<file path="src/rtl/clock_run_ctrl.sv">
// Run-control sequencer: divides raw_clk into the CPU clock with a matching rising-edge enable,
// under free-run, button-stepped or breakpoint-halt control. Define CYCLE_COUNTER_EN to build cyc_cnt.
module clock_run_ctrl #(
    parameter int DIV_SHIFT  = 4,
    parameter int DEB_CYCLES = 50000,
    parameter int DEB_W      = 16
) (
    input  logic        raw_clk,
    input  logic        rst,
    input  logic        auto_en,
    input  logic        manual_btn,
    input  logic [7:0]  div_sel,
    input  logic [7:0]  step_n,
    input  logic        halt_req,
    input  logic        resume,
    output logic        clk,
    output logic        ce,
    output logic [1:0]  state,
    output logic        halted,
    output logic [15:0] cyc_cnt
);

    typedef enum logic [1:0] {
        ST_HALT = 2'd0,
        ST_RUN  = 2'd1,
        ST_STEP = 2'd2
    } state_e;

    localparam logic [DEB_W-1:0] DEB_LAST = DEB_W'(DEB_CYCLES - 1);

    state_e            state_q, state_d;
    logic              clk_q, clk_d;
    logic              ce_q, ce_d;
    logic              halted_q, halted_d;
    logic [31:0]       div_cnt_q, div_cnt_d;
    logic [7:0]        step_cnt_q, step_cnt_d;
    logic              btn_s1_q, btn_s1_d;
    logic              btn_s2_q, btn_s2_d;
    logic              btn_db_q, btn_db_d;
    logic [DEB_W-1:0]  deb_cnt_q, deb_cnt_d;
    logic              press_q, press_d;
    logic              halt_lat_q, halt_lat_d;
    logic [31:0]       limit;
    logic              boundary;
    logic              rise;
    logic              fall;

    always_comb begin
        btn_s1_d  = manual_btn;
        btn_s2_d  = btn_s1_q;
        btn_db_d  = btn_db_q;
        deb_cnt_d = '0;
        // The counter only advances while the synchronised level disagrees with the accepted one.
        if (btn_s2_q != btn_db_q) begin
            if (deb_cnt_q == DEB_LAST) begin
                btn_db_d = btn_s2_q;
            end else begin
                deb_cnt_d = deb_cnt_q + 1'b1;
            end
        end
        press_d = btn_db_d & ~btn_db_q;

        halt_lat_d = halt_req ? 1'b1 : (resume ? 1'b0 : halt_lat_q);

        limit    = ({24'b0, div_sel} + 32'd1) << DIV_SHIFT;
        boundary = (div_cnt_q >= limit - 32'd1);
        rise     = boundary & ~clk_q;
        fall     = boundary & clk_q;

        state_d    = state_q;
        div_cnt_d  = div_cnt_q;
        clk_d      = clk_q;
        ce_d       = 1'b0;
        step_cnt_d = step_cnt_q;

        case (state_q)
            ST_HALT: begin
                div_cnt_d = '0;
                clk_d     = 1'b0;
                if (auto_en && !halt_lat_q) begin
                    state_d = ST_RUN;
                end else if (!auto_en && press_q) begin
                    state_d    = ST_STEP;
                    step_cnt_d = (step_n == 8'd0) ? 8'd1 : step_n;
                end
            end
            ST_RUN, ST_STEP: begin
                if (boundary) begin
                    div_cnt_d = '0;
                    clk_d     = ~clk_q;
                    ce_d      = ~clk_q;
                end else begin
                    div_cnt_d = div_cnt_q + 32'd1;
                end
                // Leaving only on a falling toggle guarantees clk rests low in HALT.
                if (state_q == ST_RUN) begin
                    if (fall && (!auto_en || halt_lat_q)) state_d = ST_HALT;
                end else begin
                    if (rise) step_cnt_d = step_cnt_q - 8'd1;
                    if (fall && (step_cnt_q == 8'd0 || halt_lat_q)) state_d = ST_HALT;
                end
            end
            default: begin
                state_d   = ST_HALT;
                div_cnt_d = '0;
                clk_d     = 1'b0;
            end
        endcase

        halted_d = (state_d == ST_HALT);
    end

    always_ff @(posedge raw_clk or negedge rst) begin
        if (!rst) begin
            state_q    <= ST_HALT;
            clk_q      <= 1'b0;
            ce_q       <= 1'b0;
            halted_q   <= 1'b1;
            div_cnt_q  <= '0;
            step_cnt_q <= '0;
            btn_s1_q   <= 1'b0;
            btn_s2_q   <= 1'b0;
            btn_db_q   <= 1'b0;
            deb_cnt_q  <= '0;
            press_q    <= 1'b0;
            halt_lat_q <= 1'b0;
        end else begin
            state_q    <= state_d;
            clk_q      <= clk_d;
            ce_q       <= ce_d;
            halted_q   <= halted_d;
            div_cnt_q  <= div_cnt_d;
            step_cnt_q <= step_cnt_d;
            btn_s1_q   <= btn_s1_d;
            btn_s2_q   <= btn_s2_d;
            btn_db_q   <= btn_db_d;
            deb_cnt_q  <= deb_cnt_d;
            press_q    <= press_d;
            halt_lat_q <= halt_lat_d;
        end
    end

`ifdef CYCLE_COUNTER_EN
    logic [15:0] cyc_cnt_q, cyc_cnt_d;

    always_comb begin
        cyc_cnt_d = cyc_cnt_q + {15'd0, ce_d};
    end

    always_ff @(posedge raw_clk or negedge rst) begin
        if (!rst) begin
            cyc_cnt_q <= '0;
        end else begin
            cyc_cnt_q <= cyc_cnt_d;
        end
    end

    assign cyc_cnt = cyc_cnt_q;
`else
    assign cyc_cnt = 16'd0;
`endif

    assign clk    = clk_q;
    assign ce     = ce_q;
    assign state  = state_q;
    assign halted = halted_q;

endmodule

</file>
<file path="config.mk">
export PLATFORM = sky130hd
export DESIGN_NAME = clock_run_ctrl
export DESIGN_NICKNAME = d
export VERILOG_FILES = /design/src/rtl/clock_run_ctrl.sv
export SDC_FILE = /design/constraint.sdc
export NUM_CORES = 1
export LEC_CHECK = 0
export CAP_MARGIN = 20
export CORE_MARGIN = 2
export CORE_UTILIZATION = 35
export DETAILED_ROUTE_END_ITERATION = 12
export DONT_BUFFER_PORTS = 1
export HOLD_SLACK_MARGIN = 0.03
export PLACE_DENSITY = 0.57
export SLEW_MARGIN = 20
export SYNTH_ARGS = -nofsm -noshare
export SYNTH_HDL_FRONTEND = slang
export SYNTH_SLANG_ARGS = --single-unit
</file>
<file path="constraint.sdc">
create_clock -name raw_clk -period 2.5 [get_ports raw_clk]
set_input_delay 0.375 -clock raw_clk [delete_from_list [all_inputs] [get_ports raw_clk]]
set_output_delay 0.375 -clock raw_clk [all_outputs]
set_load 0.05 [all_outputs]
</file>
==> results.yml, run 1 <==
floorplan:
  fp.dieH_um: 115
  design.die.area_um2: 13200
  ioPinCount: 43
  coreArea_um2: 12000
  initial_utilization_pct: 35.8
  core.rowCount: 40
  fp.dieW_um: 115
detailed_routing:
  vias: 3525
  drt_iter0_drc: 139
  met2WireLength_um: 5050
  wl_met3_um: 193
  drcViolationCount: 0
  routedWlPerCell_um: 14.4
  routedLengthMet1_um: 4600
  postRouteAntennaNets: 0
  wl_um: 9950
  via_per_inst: 5.09
  dr.pass1.iters: 6
  top_layer_used: "met4"
synthesis:
  yosysMostFrequentCell: "dfrtp_1"
  synth_commonest_cells: "65 x dfrtp_1, 62 x nor2_1, 36 x ha_1, 36 x nand2_1, 32 x xor2_1"
  async_flop_share_pct: 100
  synth_edf_count: 0
  synth_seq_cells: 66
  synthFlopType: "dfrtp_1"
  syn_area_per_cell_um2: 9.07
  yosysSeqAreaShare_pct: 38.5
  yosys_warnings: 0
  synth_cell_types: 55
  synthesis.area_um2: 4300
  yosys.area.top_type: "dfrtp_1"
  synth_cells: 474
  yosysTopAreaCellShare_pct: 37.8
  synth_area_leaders: "dfrtp_1 38%, ha_1 10%, xor2_1 6.5%, nor2_1 5.4%, xnor2_1 3.9%"
timing:
  rsz0062_at_grt: "yes"
  max_freq_ghz: 0.309
  setup_violations: 45
  period_share_pct: 130
  fin_ws_ns: -0.739
  setup_tns_ns: -27.40
  relSlewSlack_pct: 61.1
  final.setup_skew_ns: 0.00572
  hold-worst-slack_ns: 0.0776
  hold_violations: 0
  tightest_slew_ns: 0.578
  period_needed_ns: 3.24
  maxSlewViolCount: 0
cts:
  cts_tree: "yes"
  clockBufferDepth: 2
  cts_num_sinks: 66
  clk_pin_slew_ns: 0.06
  htreeDepth: 3
  clk_latency_ns: 0.33
  cts_buffers: 9
  clockRootBuffer: "clkbuf_16"
power_and_ir_drop:
  power_mw: 3.77
  powerDensity_nw_per_um2: 665
  power_leakage_nw: 2.50
  ir_drop_v: 0.000522
worst_setup_path:
  cp.arrival_ns: 3.50
  required_ns: 2.76
  worstPathMaxFanout: 8
  critical_path_class: "in2reg"
  cp-start-kind: "primary input"
  critPathCaptureType: "register"
place:
  dp_hpwl_um: 6830
  port_buffers: 0
  routabilityCongestion: 0.823
final_layout:
  drive_gt1_share_pct: 25.3
  diodes: 0
  fin_util_pct: 47.2
  syn_to_final_growth_pct: 31.9
  nets: 598
grt:
  grt_usage_pct: 15.5
  grt_max_degree: 67
  grt_pass1_vias: 3548
  antenna_found_initial: 0
  grt_overflow: 0
  grt_pass1_wl_um: 16500
status:
  violations: "negative setup slack"
  status: "finished with violations"
job:
  drv_cap: 0
worst_hold_path:
  hp-class: "in2reg"
==> worst max-delay path, cell delays in order <==
cell       delay (ns)
ha_4             0.13
and2_4           0.14
nand4_1          0.14
a211oi_4         0.29
buf_4            0.16
nand3_4          0.10
clkbuf_16        0.21
ha_1             0.30
a21oi_1          0.07
o21ai_0          0.25
a21oi_2          0.09
a2111o_1         0.49
and2_4           0.21
or4_1            0.47
nand3_1          0.08
==> cells in the final DEF, fill, tap and decap left out, drive strengths merged, types with 11 or more instances in the layout <==
cell type / n
a21oi: 22
and2: 11
and3: 15
buf: 63
conb: 16
dfrtp: 65
ha: 36
inv: 13
nand2: 36
nand3: 30
nand4: 14
nor2: 63
o21ai: 17
xnor2: 19
xor2: 32
==> cell families (layout without fill, tap and decap cells) <==
group / Yosys count / in the layout / synth area share, %
xor+xnor: 51 / 51 / 10.4
simple gates: 214 / 215 / 25.3
fa+ha+maj: 36 / 36 / 10.5
flops: 66 / 66 / 38.5
other cells: 1 / 16 / 0.0873
buf+inv: 38 / 93 / 4.83
compound gates: 65 / 65 / 9.75
mux: 3 / 3 / 0.728
==> area by class of cell <==
class	count	area, um^2
clock buffer	9	225
clock inverter	7	78.8
fill	1101	6340
inverter	12	45.0
multi-input combinational	386	2880
sequential	66	1650
tap	147	184
timing repair buffer	65	601
==> per-stage QoR <==
step,instances,worst slack (ns),cell area (um^2)
finish,692,-0.739,5670
floorplan,489,-1.07,4590
global route,692,-0.889,5670
detailed placement,660,-1.15,4980
global placement,660,-1.04,4980
CTS,683,-0.668,5440
==> per-layer routing <==
layer | GRT usage (%) | up-vias
met2 | 26.7 | 41
met1 | 20.5 | 1704
met4 | 4.50 | 0
met5 | 0 | -
met3 | 2.27 | 6
li1 | - | 1774
==> worst paths after layout <==
kind,depth (start not counted),slack (ns),start,end
max in group asynchronous,2,1.58,rst,halted
worst max-delay path,15,-0.74,div_sel[0],step_cnt_q[3]
min in group asynchronous,2,0.59,rst,div_cnt_q[15]
worst min register to register,0,0.36,btn_s1_q,btn_s2_q
worst max register to register,7,0.04,div_cnt_q[23],step_cnt_q[3]
worst min-delay path,0,0.08,manual_btn,btn_s1_q
==> what timing repair did <==
action                                 4_1_cts  5_1_grt
hold buffers                                 2        0
pin swaps                                    9       19
cloned                                       2        1
gates resized for setup                     12       31
setup endpoints to repair                   45       45
setup buffers                                3        9
endpoints found under the hold margin       66        0
==> power by group <==
part,switching [mW],internal (mW)
logic,0.650,0.528
registers,0.144,1.18
clock network,0.492,0.778
total,1.29,2.48
==> registers in the layout, summed over array words and instances (netlist names) <==
name        flops
div_cnt_q      32
deb_cnt_q      16
step_cnt_q      8
state           2
btn_db_q        1
btn_s1_q        1
btn_s2_q        1
ce              1
clk             1
halt_lat_q      1
halted          1
press_q         1
Note: power is estimated with default switching activity, not from simulation.
==> run 2, diff against run 1 <==
CTS_CLUSTER_SIZE = 28   (was default)
==> results of run 2 <==
Same layout as run 1: the final DEF is identical, and so are final timing and power.
==> run 3, diff against run 2 <==
REMOVE_ABC_BUFFERS = 1   (was default)
SLEW_MARGIN = default   (was 20)
==> run 3 against run 2 <==
Net effect:
- the flow still finishes with violations (negative setup slack)
- cell area down 9.0%
- register-to-register slack better by 0.05 ns
- largest power group unchanged
- highest routed layer unchanged
- critical path type unchanged
- clock-buffer cell count stayed put
- worst setup slack better by 0.15 ns
- first-iteration DRC count shrank 5.8%
- fmax increased by 4.7%
- sequential power hardly changed
- critical path depth grew 2
==> results.yml, run 3 (synthesis results as in run 1) <==
floorplan:
  fp.dieW_um: 115
  ioPinCount: 43
  design.die.area_um2: 13200
  fp.dieH_um: 115
  coreArea_um2: 12000
  core.rowCount: 40
  initial_utilization_pct: 35.8
worst_setup_path:
  worstPathMaxFanout: 7
  endpoint: "step_cnt_q[3]"
  cp.arrival_ns: 3.36
  r2r_end: "step_cnt_q[3]"
  cpPeakStageDelay_ns: 0.48
  required_ns: 2.77
  cp_cell_sequence: "ha_4 > nand2_4 > a21oi_2 > o21ai_1 > a211oi_2 > buf_4 > mux2i_1 > o21ai_1 > xnor2_1 > ha_1 > nand2_2 > o21ai_2 > a21oi_1 > a2111o_1 > and2_4 > or4_4 > nand3_2"
  rrSetupSlack_ns: 0.09
  cpMostUsedCell: "o21ai_1"
  cpMaxStageDelayCell: "or4_4"
  cp-start-kind: "primary input"
  critical_path_class: "in2reg"
  critPathLaunch: "div_sel[0]"
  reg2regPathDepth: 7
  reg2reg_from: "div_cnt_q[29]"
  critPathCaptureType: "register"
final_layout:
  nets: 580
  largest_reg_flops: 32
  fin_util_pct: 43.0
  mostFrequentLayoutCell: "dfrtp_1"
  drive_gt1_share_pct: 17.8
  diodes: 0
  top_regs: "div_cnt_q: 32 flops, deb_cnt_q: 16 flops, step_cnt_q: 8 flops"
  syn_to_final_growth_pct: 20.1
  regMostFlops: "div_cnt_q"
  layout_common_cells: "65 x dfrtp_1, 62 x nor2_1, 41 x buf_4"
timing:
  fin_ws_ns: -0.592
  tightest_slew_ns: 0.636
  rsz0062_at_grt: "yes"
  hold_violations: 0
  period_share_pct: 124
  final.setup_skew_ns: 0.00734
  period_needed_ns: 3.09
  maxSlewViolCount: 0
  max_freq_ghz: 0.323
  hold-worst-slack_ns: 0.0731
  relSlewSlack_pct: 57.2
  setup_tns_ns: -20.07
  setup_violations: 45
power_and_ir_drop:
  p_comb_share_pct: 29.0
  power.internal_mw: 2.26
  power_mw: 3.50
  switchingPower_mw: 1.24
  seqPwrFrac_pct: 37.6
  power_leakage_nw: 2.35
  power_frac_clock_pct: 33.4
  ir_drop_v: 0.000577
  swShare_pct: 35.4
  powerDensity_nw_per_um2: 677
place:
  port_buffers: 0
  dp_hpwl_um: 6490
  routabilityCongestion: 0.801
detailed_routing:
  vias: 3454
  postRouteAntennaNets: 0
  drt_iter0_drc: 131
  wl_um: 9260
  routedWlPerCell_um: 13.7
  via_per_inst: 5.12
  dr.pass1.iters: 4
  drcViolationCount: 0
cts:
  cts_buffers: 9
  cts_num_sinks: 66
  clk_latency_ns: 0.33
  cts_tree: "yes"
  clk_pin_slew_ns: 0.06
  clockBufferDepth: 2
  postCtsSetupBuffers: 0
  htreeDepth: 3
  clockRootBuffer: "clkbuf_16"
grt:
  grt_overflow: 0
  antenna_found_initial: 0
  grt_usage_pct: 14.4
  grt_max_degree: 67
  grt_pass1_wl_um: 15500
  grt_pass1_vias: 3446
job:
  drv_cap: 0
worst_hold_path:
  hp-class: "in2reg"
status:
  violations: "negative setup slack"
  status: "finished with violations"
-- run 3: through the flow --
stage,instances,setup WS (ns),instance area (um^2)
detailed placement,654,-1.20,4710
CTS,673,-0.570,5100
global route,674,-0.790,5160
global placement,654,-1.12,4710
floorplan,463,-1.83,4190
finish,674,-0.592,5160
-- run 3: worst min-delay path by stage --
stage,cells past startpoint,endpoint,startpoint
global placement,0,deb_cnt_q[9],rst
floorplan,0,btn_db_q,rst
CTS,0,btn_s1_q,manual_btn
detailed placement,0,deb_cnt_q[9],rst
finish,0,btn_s1_q,manual_btn
global route,0,btn_s1_q,manual_btn
-- run 3: power groups by stage --
| stage | logic [mW] | registers (mW) | clock network, mW |
|---|---|---|---|
| CTS | 0.929 | 1.31 | 1.20 |
| floorplan | 0.581 | 1.33 | 0 |
| finish | 1.01 | 1.32 | 1.17 |
| global route | 1.11 | 1.33 | 1.24 |
| detailed placement | 0.845 | 1.32 | 0 |
| global placement | 0.832 | 1.32 | 0 |
-- run 3: final cells by class --
| class | count | area, um^2 |
|---|---|---|
| Fill cell | 1188 | 6850 |
| Multi-Input combinational cell | 386 | 2610 |
| Sequential cell | 66 | 1650 |
| Timing Repair Buffer | 47 | 394 |
| Clock buffer | 9 | 225 |
| Tap cell | 147 | 184 |
| Clock inverter | 7 | 55.1 |
| Inverter | 12 | 45.0 |
-- run 3: metal layers --
| metal | GRT usage [%] | vias to the layer above | routed length, um |
|---|---|---|---|
| met3 | 3.22 | 15 | 332 |
| li1 | - | 1735 | - |
| met1 | 18.5 | 1646 | 4390 |
| met4 | 4.50 | 0 | 172 |
| met5 | 0 | - | 0 |
| met2 | 24.2 | 58 | 4360 |
-- run 3: worst max-delay path, delay by kind of cell --
kind	cells	cell delay, ns
buf+inv	1	0.16
compound gates	7	1.18
mux	1	0.20
fa+ha+maj	2	0.44
simple gates	5	0.88
xor+xnor	1	0.14
-- run 3: repair_timing --
item                                    CTS  global route
pin swaps                                15            12
gates cloned                              1             1
endpoints found under the setup margin   45            45
hold buffers                              2             0
hold endpoints to repair                 66             0
gates resized for setup                  22            14
